File: src/rtl/display_pager_if.sv
// Bundle between the BCD source and the pager, plus the pager's outputs toward
// the three seven-segment decoders (HEX2..HEX0).
interface display_pager_if;
    // load is a valid-only strobe: bcd_in/sign_in are taken on every cycle load=1; the pager is always ready.
    logic        en;
    logic        load;
    logic [35:0] bcd_in;
    logic        sign_in;
    logic [11:0] seg_bcd;
    logic [1:0]  page;
    logic        frame_done;

    modport master (
        output en, load, bcd_in, sign_in,
        input  seg_bcd, page, frame_done
    );

    modport slave (
        input  en, load, bcd_in, sign_in,
        output seg_bcd, page, frame_done
    );
endinterface

File: src/rtl/display_pager.sv
// Pages a signed nine-digit BCD value over a three-digit display as SIGN/HI/MID/LO,
// latching a whole value per frame, with leading-zero blanking and bad-digit flagging.
module display_pager #(
    parameter int unsigned DWELL_CYCLES = 50000000,
    parameter int unsigned CNT_W        = 26,
    parameter logic [3:0]  BLANK_CODE   = 4'hF,
    parameter logic [3:0]  MINUS_CODE   = 4'hA,
    parameter logic [3:0]  ERR_CODE     = 4'hE
) (
    input  logic            clk,
    input  logic            rst,
    display_pager_if.slave  bus
);

    typedef enum logic [1:0] {
        PG_SIGN = 2'd0,
        PG_HI   = 2'd1,
        PG_MID  = 2'd2,
        PG_LO   = 2'd3
    } page_t;

    localparam logic [CNT_W-1:0] LAST_CNT = CNT_W'(DWELL_CYCLES - 1);

    page_t            r_page;
    logic [CNT_W-1:0] r_cnt;
    logic [35:0]      r_shown;
    logic             r_shown_sign;
    logic [35:0]      r_pend;
    logic             r_pend_sign;
    logic [11:0]      r_seg;
    logic             r_frame_done;

    logic        w_last;
    logic        w_advance;
    logic        w_wrap;
    page_t       w_next_page;
    logic [35:0] w_src_val;
    logic        w_src_sign;

    // Scan from the top digit down; zeros stay dark until the first nonzero (or bad) digit.
    function automatic logic [35:0] fmt_digits(input logic [35:0] v);
        logic [35:0] res;
        logic        seen;
        logic [3:0]  d;
        res  = '0;
        seen = 1'b0;
        for (int k = 8; k >= 0; k--) begin
            d = v[4*k +: 4];
            if (d > 4'd9) begin
                res[4*k +: 4] = ERR_CODE;
                seen          = 1'b1;
            end else if ((d == 4'd0) && !seen && (k != 0)) begin
                res[4*k +: 4] = BLANK_CODE;
            end else begin
                res[4*k +: 4] = d;
                if (d != 4'd0) seen = 1'b1;
            end
        end
        return res;
    endfunction

    function automatic logic [11:0] page_seg(input page_t p, input logic [35:0] v, input logic s);
        logic [35:0] f;
        logic [11:0] res;
        f = fmt_digits(v);
        case (p)
            PG_SIGN: res = (s && (v != '0)) ? {BLANK_CODE, BLANK_CODE, MINUS_CODE}
                                            : {3{BLANK_CODE}};
            PG_HI:   res = f[35:24];
            PG_MID:  res = f[23:12];
            default: res = f[11:0];
        endcase
        return res;
    endfunction

    assign w_last      = (r_cnt == LAST_CNT);
    assign w_advance   = bus.en && w_last;
    assign w_wrap      = w_advance && (r_page == PG_LO);
    assign w_next_page = page_t'(r_page + 2'd1);

    // On a wrap the display must already show the incoming value; a same-cycle load bypasses pending.
    assign w_src_val  = w_wrap ? (bus.load ? bus.bcd_in  : r_pend)      : r_shown;
    assign w_src_sign = w_wrap ? (bus.load ? bus.sign_in : r_pend_sign) : r_shown_sign;

    always_ff @(posedge clk) begin
        if (rst) begin
            r_page       <= PG_SIGN;
            r_cnt        <= '0;
            r_shown      <= '0;
            r_shown_sign <= 1'b0;
            r_pend       <= '0;
            r_pend_sign  <= 1'b0;
            r_seg        <= {3{BLANK_CODE}};
            r_frame_done <= 1'b0;
        end else begin
            r_frame_done <= w_wrap;
            if (bus.load) begin
                r_pend      <= bus.bcd_in;
                r_pend_sign <= bus.sign_in;
            end
            if (bus.en) begin
                r_cnt <= w_last ? '0 : r_cnt + 1'b1;
            end
            if (w_advance) begin
                r_page       <= w_next_page;
                r_shown      <= w_src_val;
                r_shown_sign <= w_src_sign;
                r_seg        <= page_seg(w_next_page, w_src_val, w_src_sign);
            end
        end
    end

    assign bus.seg_bcd    = r_seg;
    assign bus.page       = r_page;
    assign bus.frame_done = r_frame_done;

endmodule

File: src/flat_wrapper.sv
// flat-port wrapper written by rule: the top's interface ports become plain ports
module display_pager_flat 
#(
    parameter int unsigned DWELL_CYCLES = 50000000,
    parameter int unsigned CNT_W        = 26,
    parameter logic [3:0]  BLANK_CODE   = 4'hF,
    parameter logic [3:0]  MINUS_CODE   = 4'hA,
    parameter logic [3:0]  ERR_CODE     = 4'hE
)
  (clk, rst, bus_en, bus_load, bus_bcd_in, bus_sign_in, bus_seg_bcd, bus_page, bus_frame_done);
  display_pager_if bus_i ();
  input  logic clk;
  input  logic rst;
  input wire logic [$bits(bus_i.en)-1:0] bus_en;
  input wire logic [$bits(bus_i.load)-1:0] bus_load;
  input wire logic [$bits(bus_i.bcd_in)-1:0] bus_bcd_in;
  input wire logic [$bits(bus_i.sign_in)-1:0] bus_sign_in;
  output wire logic [$bits(bus_i.seg_bcd)-1:0] bus_seg_bcd;
  output wire logic [$bits(bus_i.page)-1:0] bus_page;
  output wire logic [$bits(bus_i.frame_done)-1:0] bus_frame_done;
  assign bus_i.en = bus_en;
  assign bus_i.load = bus_load;
  assign bus_i.bcd_in = bus_bcd_in;
  assign bus_i.sign_in = bus_sign_in;
  assign bus_seg_bcd = bus_i.seg_bcd;
  assign bus_page = bus_i.page;
  assign bus_frame_done = bus_i.frame_done;
  display_pager #(.DWELL_CYCLES(DWELL_CYCLES), .CNT_W(CNT_W), .BLANK_CODE(BLANK_CODE), .MINUS_CODE(MINUS_CODE), .ERR_CODE(ERR_CODE)) u_core (.clk(clk), .rst(rst), .bus(bus_i));
endmodule
File: config.mk
export PLATFORM = sky130hd
export DESIGN_NAME = display_pager_flat
export DESIGN_NICKNAME = d
export VERILOG_FILES = /design/src/rtl/display_pager_if.sv /design/src/rtl/display_pager.sv /design/src/flat_wrapper.sv
export SDC_FILE = /design/constraint.sdc
export NUM_CORES = 1
export LEC_CHECK = 0
export CAP_MARGIN = 20
export CORE_AREA = 2 2 158 160
export CTS_BUF_LIST = sky130_fd_sc_hd__clkbuf_2
export CTS_CLUSTER_SIZE = 25
export DETAILED_ROUTE_END_ITERATION = 10
export DIE_AREA = 0 0 160 162
export PLACE_DENSITY = 0.47
export SLEW_MARGIN = 20
export SYNTH_ARGS = -nofsm -noshare
export SYNTH_HDL_FRONTEND = slang
export SYNTH_SLANG_ARGS = --single-unit
File: constraint.sdc
create_clock -name clk -period 3.05 [get_ports clk]
set_input_delay 0.305 -clock clk [delete_from_list [all_inputs] [get_ports clk]]
set_output_delay 0.305 -clock clk [all_outputs]
set_load 0.02 [all_outputs]
==> results.tsv <==
stage	metric	value	unit
status	outcome	finished, final reports clean	
global_routing	total track usage	13.63	%
global_routing	first-pass GRT wire length	27410	um
logic_synthesis	share of the synthesized area in the top cell type	40.25	%
floorplanning	# IOs	56	
critical_path	Worst Reg-to-Reg Cells	8	
logic_synthesis	Post-synth EDFFs	0	
pwr	Pint	2.122	mW
floorplanning	number of core rows	57	
logic_synthesis	synthesized area per cell	8.313	sq um
global_routing	grt total ovfl	0	
layout	Nets	809	
critical_path	Arrival @ worst endpoint	3.32	ns
critical_path	Crit Path Category	register to register	
cts	post-cts resize count	0	
cts	CTS tree	built	
logic_synthesis	top post-synthesis cells by area	dfxtp_1, nor2_1, mux2i_1	
timing	Setup Viol. Count Final	0	
min_path	hold path startpoint	bus_load	
cts	CTS Sinks	115	
global_routing	initial antenna violation count	1	
placed_design	Final GP Congestion	0.8888	
cts	CTS H-Tree Depth	4	
pwr	Leakage	2.614	nW
routing	drt via density	4.658	
layout	most frequent cells in the layout	dfxtp_1, nor2_1, nand2_1	
routing	Routed Wire Length	17330	um
layout	most common cell after layout, fill and taps aside	dfxtp_1	
floorplanning	starting density of the core	23.73	%
routing	Initial DRC Count	291	
routing	DR WL/cell	15.76	um
routing	DR DRC count	0	
min_path	WHS Path Cells	3	
floorplanning	die width	160	um
logic_synthesis	YS warnings	0	
min_path	Worst Hold Path EP	u_core.r_pend[20]$_SDFF_PP0_	
layout	Finished Layout Cells	1100	
critical_path	Startpoint Class	register	
critical_path	Worst R2R Setup Slack	0.37	ns
routing	Final ANT Viol Nets	0	
pwr	Comb power frac	8.8	%
floorplanning	Die H	162	um
cts	CTS Buf Count	17	
critical_path	r2r endpoint	u_core.bus.seg_bcd[7]$_SDFFE_PP1P_	
timing	setup TNS after final layout	0	ns
logic_synthesis	Cells after Synth	688	
global_routing	largest net degree at the start of global routing	49	
flow_run	Max-Cap Viols	0	
logic_synthesis	Yosys top cell by area	dfxtp_1	
timing	slew margin rel.	59.99	%
pwr	maximum VDD drop	0.0002193	V
logic_synthesis	sequential-to-total area share from yosys stat	40.25	%
timing	Slew Limit Fails	0	
cts	Max clock buf depth	2	
floorplanning	Core Region	0.02411	sq mm
cts	worst skew pair latency	0.70	ns
logic_synthesis	top_reg_cell synth	dfxtp_1	
timing	setup skew after layout	0.04780	ns
critical_path	Setup crit end kind	register	
placed_design	post-placement cell count	1066	
placed_design	port bufs	55	
cts	Reg clk slew, reported paths	0.19	ns
routing	via count	5124	
timing	worst-margin pin slew	0.5946	ns
global_routing	vias in the first global route	4921	
logic_synthesis	Async SR Flop Fraction	0	%
timing	RSZ-0062 raised after global routing	no	
placed_design	HPWL after detailed placement	12980	um
floorplanning	Die ar.	0.02592	sq mm
critical_path	crit-path max FO	4	
pwr	proportion of power drawn by flip-flops and latches	53.8	%
critical_path	Critical Path RT	3.69	ns
pwr	Psw	0.7620	mW
layout	Util after Layout	29.17	%
layout	Layout area overhead	22.95	%
layout	layout cells sized above 1	11.48	%
routing	DR pass1 iterations	5	
cts	CTS root buf	clkbuf_2	
pwr	clock power share	37.3	%
logic_synthesis	syn_nets	735	
min_path	Hold/Removal Path Class	primary input to register	
critical_path	worst r2r src	u_core.r_shown[29]$_SDFFE_PP0P_	
timing	Final Hold Fails	0	
logic_synthesis	Synth Register Bits	115	
pwr	power per cell area	410.2	mW/mm^2
timing	fmax	373.3	MHz
timing	Final min period	2.679	ns
pwr	Sw Share	26.42	%
logic_synthesis	Yosys cell types	69	
layout	fill count	2665	
timing	hold_ws	0.1278	ns
logic_synthesis	Post-Syn Area	0.005719	sq mm
timing	final worst-path cycle share	87.84	%
logic make-up (layout without fill, tap and decap cells):
logic type | Yosys count | in the layout | synth area share (%)
AND/OR/NAND/NOR | 317 | 317 | 28.11
AO/OA/AOI/OAI | 144 | 144 | 15.82
flip-flops | 115 | 115 | 40.25
multiplexers | 44 | 44 | 7.766
buffers and inverters | 41 | 128 | 3.522
XOR/XNOR | 21 | 21 | 3.216
adder cells (fa/ha/maj) | 6 | 6 | 1.313
other | 0 | 1 | 0
worst max path at each step:
stage / start / endpoint / slack, ns / depth (start not counted)
after floorplan: u_core.bus.page[1]$_SDFFE_PP0P_ / u_core.bus.seg_bcd[9]$_SDFFE_PP1P_ / 0.82 / 10
after global placement: bus_en / u_core.bus.seg_bcd[2]$_SDFFE_PP1P_ / 0.19 / 11
after detailed placement: bus_en / u_core.bus.seg_bcd[3]$_SDFFE_PP1P_ / 0.20 / 11
after CTS: u_core.r_cnt[0]$_SDFFE_PP0P_ / u_core.bus.seg_bcd[3]$_SDFFE_PP1P_ / 0.39 / 11
after global routing: u_core.r_cnt[0]$_SDFFE_PP0P_ / u_core.bus.seg_bcd[0]$_SDFFE_PP1P_ / 0.17 / 11
final: u_core.r_shown[29]$_SDFFE_PP0P_ / u_core.bus.seg_bcd[7]$_SDFFE_PP1P_ / 0.37 / 8
worst max-delay path: stages (launching register included):
cell	delay [ns]
dfxtp_1	0.37
nor4_1	0.52
nand3_1	0.25
a21oi_1	0.43
and2_1	0.26
a22o_4	0.15
o21ai_1	0.06
a311oi_1	0.42
a211o_1	0.16
layer usage:
metal  track usage (%)  share of wire (%)  up-vias  wire (um)
met5                 0                  0        -          0
met4             4.627                1.9        0        332
met3             3.907                4.9       24        856
met2             21.04                 43      121       7525
met1             18.29                 50     2374       8619
li1                  -                  -     2605          -
cell usage after synthesis (all sizes together), types with 4 or more instances:
| master | instances |
|---|---|
| nor3 | 23 |
| xor2 | 11 |
| o21a | 6 |
| nor4 | 21 |
| nand2b | 6 |
| a21oi | 22 |
| nand3 | 18 |
| nand4 | 9 |
| xnor2 | 10 |
| nand2 | 68 |
| and3 | 5 |
| o22ai | 4 |
| o211ai | 10 |
| nor2 | 112 |
| ha | 6 |
| clkbuf | 17 |
| mux2i | 41 |
| a31oi | 7 |
| nor3b | 7 |
| o21ai | 63 |
| or2 | 4 |
| dfxtp | 115 |
| a211oi | 4 |
| inv | 7 |
| or3 | 8 |
| buf | 17 |
| and2 | 23 |
power groups by stage:
stage / registers (mW) / logic, mW / clock network (mW)
after floorplan: 1.58 / 0.140 / 0
after global placement: 1.58 / 0.256 / 0
after detailed placement: 1.58 / 0.255 / 0
after CTS: 1.55 / 0.258 / 1.12
after global routing: 1.56 / 0.280 / 1.19
final: 1.55 / 0.254 / 1.08
per-stage QoR:
stage	instance area, sq um	power [mW]	setup WS, ns
final	7032	2.884	0.3710
after global routing	7032	3.029	0.1726
after CTS	7029	2.926	0.3856
after detailed placement	6775	1.840	0.2034
after global placement	6775	1.841	0.1937
after floorplan	5719	1.721	0.8235
repair_timing:
action | 4_1_cts | 5_1_grt
hold endpoints to repair | 13 | 0
buffers inserted | 0 | 0
hold buffers | 1 | 0
flip-flops by register name, indices dropped and copies added (netlist names):
register and count:
u_core.r_shown_sign 1, u_core.bus.seg_bcd 12, u_core.r_pend 36, u_core.r_pend_sign 1, u_core.r_cnt 26, u_core.bus.page 2, u_core.bus.frame_done 1, u_core.r_shown 36
layout make-up:
type	count	area, sq um	area share (%)
antenna	1	2.502	0.03559
inverter	7	26.28	0.3737
clock inverter	10	133.9	1.904
sequential	115	2302	32.74
multi-input combinational	532	3216	45.73
tap	324	405.4	5.765
timing repair buffer	89	835.8	11.89
clock buffer	22	110.1	1.566
Power figures use the tool's default switching activity.
